<file path="config.mk">
export PLATFORM = sky130hd
export DESIGN_NAME = cpu_sram_arbiter
export DESIGN_NICKNAME = d
export VERILOG_FILES = /design/src/rtl/cpu_sram_arbiter_pkg.sv /design/src/rtl/cpu_sram_arbiter_arb_owner_fifo.sv /design/src/rtl/cpu_sram_arbiter.sv
export SDC_FILE = /design/constraint.sdc
export NUM_CORES = 1
export LEC_CHECK = 0
export CAP_MARGIN = 20
export CORE_AREA = 8 8 101 103
export CTS_CLUSTER_DIAMETER = 40
export DETAILED_ROUTE_END_ITERATION = 10
export DIE_AREA = 0 0 109 111
export GPL_ROUTABILITY_DRIVEN = 1
export PLACE_DENSITY = 0.76
export SLEW_MARGIN = 30
export SYNTH_ARGS = -nofsm -noshare
export SYNTH_HDL_FRONTEND = slang
export SYNTH_SLANG_ARGS = --single-unit
</file>
<file path="constraint.sdc">
create_clock -name clk -period 2.6 [get_ports clk]
set_input_delay 0.52 -clock clk [delete_from_list [all_inputs] [get_ports clk]]
set_output_delay 0.52 -clock clk [all_outputs]
set_load 0.01 [all_outputs]
</file>
<file path="src/rtl/cpu_sram_arbiter_pkg.sv">
// rtl/cpu_sram_arbiter_pkg.sv - shared encodings for the cpu sram-like port arbiter
package cpu_sram_arbiter_pkg;

   typedef enum logic [1:0] {
      SIZE_B = 2'd0,
      SIZE_H = 2'd1,
      SIZE_W = 2'd2
   } size_e;

   typedef enum logic {
      OWN_INST = 1'b0,
      OWN_DATA = 1'b1
   } owner_e;

   typedef enum logic [1:0] {
      LOCK_NONE = 2'd0,
      LOCK_INST = 2'd1,
      LOCK_DATA = 2'd2
   } lock_e;

   typedef struct packed {
      logic        req;
      logic        wr;
      logic [1:0]  size;
      logic [31:0] addr;
      logic [31:0] wdata;
   } mem_cmd_t;

   // Data normally wins; a starved inst requester takes the port once.
   function automatic logic pick_data(input logic inst_req, input logic data_req,
                                      input logic starve_hit);
      return data_req & ~(inst_req & starve_hit);
   endfunction

endpackage

</file>
<file path="src/rtl/cpu_sram_arbiter_arb_owner_fifo.sv">
// rtl/cpu_sram_arbiter_arb_owner_fifo.sv - 1-bit owner FIFO recording who issued each outstanding transaction
module arb_owner_fifo #(
   parameter int DEPTH = 2
) (
   input  logic                    clk,
   input  logic                    reset,
   input  logic                    i_push,
   input  logic                    i_push_data,
   input  logic                    i_pop,
   output logic                    o_head,
   output logic                    o_full,
   output logic                    o_empty,
   output logic [$clog2(DEPTH):0]  o_count
);

   localparam int AW = $clog2(DEPTH);
   localparam logic [AW:0] FULL_CNT = (AW+1)'(DEPTH);

   logic [DEPTH-1:0] r_mem;
   logic [AW-1:0]    r_wptr;
   logic [AW-1:0]    r_rptr;
   logic [AW:0]      r_count;
   logic             w_push;
   logic             w_pop;

   // Full blocks a push even when a pop happens in the same cycle.
   assign w_push = i_push & (r_count != FULL_CNT);
   assign w_pop  = i_pop & (r_count != '0);

   always_ff @(posedge clk or posedge reset) begin
      if (reset) begin
         r_mem   <= '0;
         r_wptr  <= '0;
         r_rptr  <= '0;
         r_count <= '0;
      end else begin
         if (w_push) begin
            r_mem[r_wptr] <= i_push_data;
            r_wptr        <= r_wptr + 1'b1;
         end
         if (w_pop) begin
            r_rptr <= r_rptr + 1'b1;
         end
         case ({w_push, w_pop})
            2'b10:   r_count <= r_count + 1'b1;
            2'b01:   r_count <= r_count - 1'b1;
            default: r_count <= r_count;
         endcase
      end
   end

   assign o_head  = r_mem[r_rptr];
   assign o_full  = (r_count == FULL_CNT);
   assign o_empty = (r_count == '0);
   assign o_count = r_count;

endmodule

</file>
<file path="src/rtl/cpu_sram_arbiter.sv">
// rtl/cpu_sram_arbiter.sv - shares one sram-like port between inst fetch and data access
module cpu_sram_arbiter
   import cpu_sram_arbiter_pkg::*;
#(
   parameter int OUTSTANDING  = 2,
   parameter int STARVE_LIMIT = 4
) (
   input  logic        clk,
   input  logic        reset,
   input  logic        inst_req,
   input  logic [31:0] inst_addr,
   output logic        inst_addr_ok,
   output logic        inst_data_ok,
   output logic [31:0] inst_rdata,
   input  logic        data_req,
   input  logic        data_wr,
   input  logic [1:0]  data_size,
   input  logic [31:0] data_addr,
   input  logic [31:0] data_wdata,
   output logic        data_addr_ok,
   output logic        data_data_ok,
   output logic [31:0] data_rdata,
   output logic        mem_req,
   output logic        mem_wr,
   output logic [1:0]  mem_size,
   output logic [31:0] mem_addr,
   output logic [31:0] mem_wdata,
   input  logic        mem_addr_ok,
   input  logic        mem_data_ok,
   input  logic [31:0] mem_rdata
);

   localparam int SW = $clog2(STARVE_LIMIT + 1);
   localparam int CW = $clog2(OUTSTANDING) + 1;
   localparam logic [SW-1:0] STARVE_MAX = SW'(STARVE_LIMIT);
   localparam logic [CW-1:0] FIFO_DEPTH = CW'(OUTSTANDING);

   lock_e         r_lock;
   logic [SW-1:0] r_starve;

   mem_cmd_t      w_inst_cmd;
   mem_cmd_t      w_data_cmd;
   mem_cmd_t      w_mem_cmd;
   logic          w_sel_valid;
   logic          w_sel_data;
   logic          w_accept;
   logic          w_pop;
   logic          w_push_owner;
   logic          w_fifo_head;
   logic          w_fifo_full;
   logic          w_fifo_empty;
   logic [CW-1:0] w_fifo_count;

   assign w_inst_cmd = '{req: inst_req, wr: 1'b0, size: SIZE_W, addr: inst_addr, wdata: 32'd0};
   assign w_data_cmd = '{req: data_req, wr: data_wr, size: data_size, addr: data_addr,
                         wdata: data_wdata};

   // A locked requester keeps the port; otherwise arbitrate only when a slot is free.
   always_comb begin
      w_sel_valid = 1'b0;
      w_sel_data  = 1'b0;
      case (r_lock)
         LOCK_INST: w_sel_valid = 1'b1;
         LOCK_DATA: begin
            w_sel_valid = 1'b1;
            w_sel_data  = 1'b1;
         end
         default: begin
            if (!w_fifo_full && (inst_req || data_req)) begin
               w_sel_valid = 1'b1;
               w_sel_data  = pick_data(inst_req, data_req, r_starve == STARVE_MAX);
            end
         end
      endcase
   end

   always_comb begin
      w_mem_cmd = '0;
      if (w_sel_valid) begin
         w_mem_cmd = w_sel_data ? w_data_cmd : w_inst_cmd;
      end
   end

   assign mem_req   = w_mem_cmd.req;
   assign mem_wr    = w_mem_cmd.wr;
   assign mem_size  = w_mem_cmd.size;
   assign mem_addr  = w_mem_cmd.addr;
   assign mem_wdata = w_mem_cmd.wdata;

   assign w_accept     = mem_req & mem_addr_ok;
   assign inst_addr_ok = w_accept & ~w_sel_data;
   assign data_addr_ok = w_accept & w_sel_data;
   assign w_push_owner = w_sel_data ? OWN_DATA : OWN_INST;

   assign w_pop        = mem_data_ok & ~w_fifo_empty;
   assign inst_data_ok = w_pop & (w_fifo_head == OWN_INST);
   assign data_data_ok = w_pop & (w_fifo_head == OWN_DATA);
   assign inst_rdata   = mem_rdata;
   assign data_rdata   = mem_rdata;

   arb_owner_fifo #(
      .DEPTH (OUTSTANDING)
   ) u_owner_fifo (
      .clk         (clk),
      .reset       (reset),
      .i_push      (w_accept),
      .i_push_data (w_push_owner),
      .i_pop       (w_pop),
      .o_head      (w_fifo_head),
      .o_full      (w_fifo_full),
      .o_empty     (w_fifo_empty),
      .o_count     (w_fifo_count)
   );

   always_ff @(posedge clk or posedge reset) begin
      if (reset) begin
         r_lock   <= LOCK_NONE;
         r_starve <= '0;
      end else begin
         if (mem_req && !mem_addr_ok) begin
            r_lock <= w_sel_data ? LOCK_DATA : LOCK_INST;
         end else begin
            r_lock <= LOCK_NONE;
         end
         if (!inst_req || inst_addr_ok) begin
            r_starve <= '0;
         end else if (data_addr_ok && r_starve != STARVE_MAX) begin
            r_starve <= r_starve + 1'b1;
         end
      end
   end

   assert property (@(posedge clk) disable iff (reset) w_fifo_count <= FIFO_DEPTH);

endmodule

</file>
* Word-level counts from Yosys, hierarchy flattened *
Index checks and enable logic that the tools add are counted.

cells by class
  add/sub/neg operators = 5
  magnitude comparators = 3
  equal/unequal tests = 8
  muxes and demuxes = 17
  bitwise operators = 14
  reduce and logical (&&, ||, !) cells = 14

operators with widths
  kind                 count
  $mux 68              2
  $and 1x1->1          10
  $mux 1               7
  $eq 2x2->1 const B   3
  $mux 3               2
  $reduce_bool 2->1    3
  $eq 2x1->1 const B   2
  $logic_and 1x1->1    4
  $lt 1x2->1 const B   2
  $mux 2               2
  $not 1->1            4
  $pmux 2 s2           1
  $add 3x1->3 const B  1
  $eq 3x3->1 const B   1
  $logic_not 1->1      3
  $ne 3x3->1 const B   1
  $add 1x1->1 const B  2
  $add 2x1->2 const B  1
  $bwmux 2             1
  $logic_not 2->1      1
  $logic_or 1x1->1     2
  $ne 2x2->1 const B   1
  $pmux 1 s2           1
  $reduce_or 2->1      1
  other kinds (3)      3

storage, ports and cells
  register bits = 11
  logic and storage cells = 67

* Logic depth before layout (Yosys ltp) *
  depth after elaboration = 13
  mapped depth = 9
  depth with buffers taken out = 9

* By module *
Synthesis repeated with hierarchy kept, for this count alone.

unflattened totals
  cell total of the unflattened synthesis = 283
  area total of the unflattened synthesis = 1888.1 µm²

by module, submodules not included
  module            instances  cells an instance  area an instance (µm²)  seq. area each (µm²)
  cpu_sram_arbiter  1          259                1601.5                  125.1
  arb_owner_fifo    1          24                 286.5                   150.1

* Worst setup path after synthesis *
Ideal clock, no wire load.

  path kind = flip-flop to output port
  from = reg r_lock[0]
  to = out mem_addr[19]
  data arrival time = 1.599 ns
  slack = 0.481 ns
  cell stages (with the launch flop) = 9
  path through = dfrtp_1 -> inv_1 -> ha_1 -> nor2b_1 -> a41o_2 -> buf_6 -> buf_2 -> nand2_1 -> a21oi_1

between the ends
  word-level cells in the longest chain between the ends = 4
  elaborated cells on any way between the ends = 7
  classes of those cells = 2 x eq/ne; 4 x mux; 1 x reduce/logical

RTL lines
  element                                        line                                            source
  start, declared                                cpu_sram_arbiter.sv:38                          lock_e r_lock;
  start signal, assigned                         cpu_sram_arbiter.sv:121                         r_lock <= w_sel_data ? LOCK_DATA : LOCK_INST;
  $eq 2x2->1 or $eq 2x1->1 (tied branches)       cpu_sram_arbiter.sv:62                          case (r_lock)
  $pmux 1 s2 or $reduce_or 2->1 (tied branches)  -
  $mux 68 or $mux 1 (tied branches)              cpu_sram_arbiter.sv:80, cpu_sram_arbiter.sv:62
  $mux 68 (*)                                    cpu_sram_arbiter.sv:79                          if (w_sel_valid) begin
  end, declared                                  cpu_sram_arbiter.sv:26                          output logic [31:0] mem_addr,

Mark *: on every way between the ends. The rest lies on a longest branch, timed or not.

* Worst setup path after layout *
  from = reg r_lock[0]
  to = out mem_wdata[8]

between the ends
  word-level cells in the longest chain between the ends = 4
  elaborated cells on any way between the ends = 7
  classes of those cells = 2 x eq/ne; 4 x mux; 1 x reduce/logical

RTL lines
  element                                        line                                            source
  $eq 2x2->1 or $eq 2x1->1 (tied branches)       cpu_sram_arbiter.sv:62
  $pmux 1 s2 or $reduce_or 2->1 (tied branches)  -
  $mux 68 or $mux 1 (tied branches)              cpu_sram_arbiter.sv:80, cpu_sram_arbiter.sv:62
  $mux 68 (*)                                    cpu_sram_arbiter.sv:79
  end, declared                                  cpu_sram_arbiter.sv:27                          output logic [31:0] mem_wdata,

Marked as above.

==> run metrics <==
outcome=finished, final reports clean; cell taking the most area after synthesis=buf_4; Residual DRC=0; fin util=0.399; Slew @ Worst Pin=0.437 ns; clk slew on worst S/H paths=0.06 ns; routed wire length=9.89 mm; Hold WS=0.492 ns; clock tree sinks=11; worst min-delay path class=flop to flop; GRT Resource Usage Total=0.152; DRT Pass-1 Iters=4; total power=2.76 mW; Syn Inst Count=284; CTS tree=done; Setup TNS Final=0 ns; first-pass GRT wire length=14.6 mm; Mapped Nets=425; initial antenna violation count=0; Die ar.=12100 sq um; Avg Inst Size Synth=6.66 sq um; pre-CTS setup slack=-0.466 ns; die width=109 um; critical-path maximum fanout=20; top-count cell post-synth=nand2_1; maximum buffer depth of the clock tree=2; Final period util=0.986; number of flops mapped to enable cells by yosys=0; global route total overflow=0; Root Buffer=clkbuf_8; PwrDens=809 nW/um^2; I/O pin cnt=273; Filler Cell Count=888; count of final setup violators=0; Setup WS post-layout=0.0355 ns; # nets final=556; Synth Register Bits=11; Via density=4.44; post-route ant nets=0; Core ar.=8550 sq um; Setup crit start kind=flop; detailed router's first-iteration violation count=101; CTS Hold Bufs=0; layout cell share with drive strength beyond 1=0.237; final worst path period need=2.56 ns; via count=2318; most common library cells after synthesis=nand2_1 (69), buf_4 (68), and2_1 (36), a21oi_1 (34), dfrtp_1 (11); clock latency on the worst-skew pair=0.24 ns; RSZ-0062 raised after global routing=no; Fin Clk Skew=0.00565 ns; worst path required time=2.08 ns; top cells by area, synth=buf_4 (27%), dfrtp_1 (15%), nand2_1 (14%); Leakage Power=1.63 nW; Synth-to-Final Area Change=80.3%; WP data arrival=2.04 ns; vias in the first global route=2598; Peak supply drop=319 uV; number of H-tree levels=1; antenna fix cells=0; routed length per instance=18.9 um; CP Capture Type=output port; DP Wirelength=8.21 mm; Synth Flop Type=dfrtp_1; share of the synthesized area in the top cell type=0.270; number of buffers created by CTS=3; Setup CP Type=flop to output port; IO buf count=176; Slew Viols, Final=0; synth unique cells=36; largest net degree at the start of global routing=22; f_max=390 MHz; Yosys warnings=0; asr flop ratio synth=1.00; row count=34; Hold Fails Final Rpt=0; Die H=111 um; max_cap viols=0; Rel. slew slack=0.706; Initial Utilization=0.221; GP Congestion=0.861; sequential share of the synthesized area=0.146; synthesized area=1890 sq um
==> placed cells by master (no fill, tap or decap), types with 4 or more instances in the layout <==
cell,instances
a21oi_1,31
and2_1,36
buf_12,4
buf_2,26
buf_4,22
clkbuf_2,23
clkdlybuf4s50_1,104
dfrtp_1,11
dlygate4sd2_1,20
inv_1,6
nand2_1,68
nor2_1,5
xnor2_1,4
==> critical path: stages (launching register included) <==
cell and delay [ns]:
dfrtp_1 0.39, inv_2 0.08, ha_4 0.21, buf_4 0.15, a41o_4 0.30, bufbuf_16 0.28, and2_1 0.15, clkdlybuf4s15_1 0.23
==> worst paths after layout <==
kind                                      from                      end  slack [ns]  depth (start not counted)
hold reg to reg            u_owner_fifo.r_rptr      u_owner_fifo.r_rptr        0.49                          1
hold / removal             u_owner_fifo.r_rptr      u_owner_fifo.r_rptr        0.49                          1
setup reg to reg                     r_lock[0]  u_owner_fifo.o_count[1]        0.33                         10
min in group asynchronous                reset              r_starve[1]        0.59                          2
max in group asynchronous                reset                r_lock[0]        1.70                          2
setup / recovery                     r_lock[0]             mem_wdata[8]        0.04                          7
==> logic make-up (layout without fill, tap and decap cells) <==
family / Yosys count / after routing / synth area share
AOI/OAI and AO/OA: 47 / 47 / 0.147
xor gates and xnor gates: 5 / 5 / 0.0232
adders and majority gates: 4 / 4 / 0.0265
buffers and inverters: 87 / 217 / 0.314
muxes: 2 / 2 / 0.0113
DFF: 11 / 11 / 0.146
and+or+nand+nor: 128 / 128 / 0.333
==> final cells by class <==
class,instances,area [sq um],area share
Clock buffer,3,41.3,0.0121
Clock inverter,1,5.00,0.00147
Inverter,7,26.3,0.00771
Multi-Input combinational cell,186,1110,0.325
Sequential cell,11,275,0.0807
Tap cell,108,135,0.0396
Timing Repair Buffer,206,1820,0.534
==> through the flow <==
step / cell area [sq um] / std cells
2_1_floorplan: 1890 / 284
3_3_place_gp: 3470 / 512
3_5_place_dp: 3470 / 512
4_1_cts: 3600 / 522
5_1_grt: 3410 / 522
6_report: 3410 / 522
==> timing repair <==
item / CTS / global route
pin swaps: 3 / 2
cloned: 2 / 0
setup buffers: 4 / 0
setup endpoints to repair: 70 / 50
resized for setup: 150 / 65
==> power by group <==
part	switching, mW	internal (mW)	total (mW)	leakage [nW]
combinational	1.16	1.15	2.31	1.46
clock	0.0720	0.106	0.178	0.0255
sequential	0.0431	0.230	0.273	0.141
total	1.28	1.48	2.76	1.63
==> sequential cells by signal (all words and copies together) (netlist names) <==
name / count
r_starve: 3
u_owner_fifo.r_mem: 2
u_owner_fifo.r_wptr: 1
u_owner_fifo.r_rptr: 1
r_lock: 2
u_owner_fifo.o_count: 2
==> layer usage <==
| metal | GRT usage | wire (um) | up-vias |
|---|---|---|---|
| met5 | 0 | 0 | - |
| met4 | 0.0183 | 99 | 0 |
| met3 | 0.0767 | 1390 | 10 |
| met2 | 0.284 | 5040 | 177 |
| met1 | 0.147 | 3360 | 1022 |
| li1 | - | - | 1109 |
No activity file was read; power rests on OpenSTA's default activity.
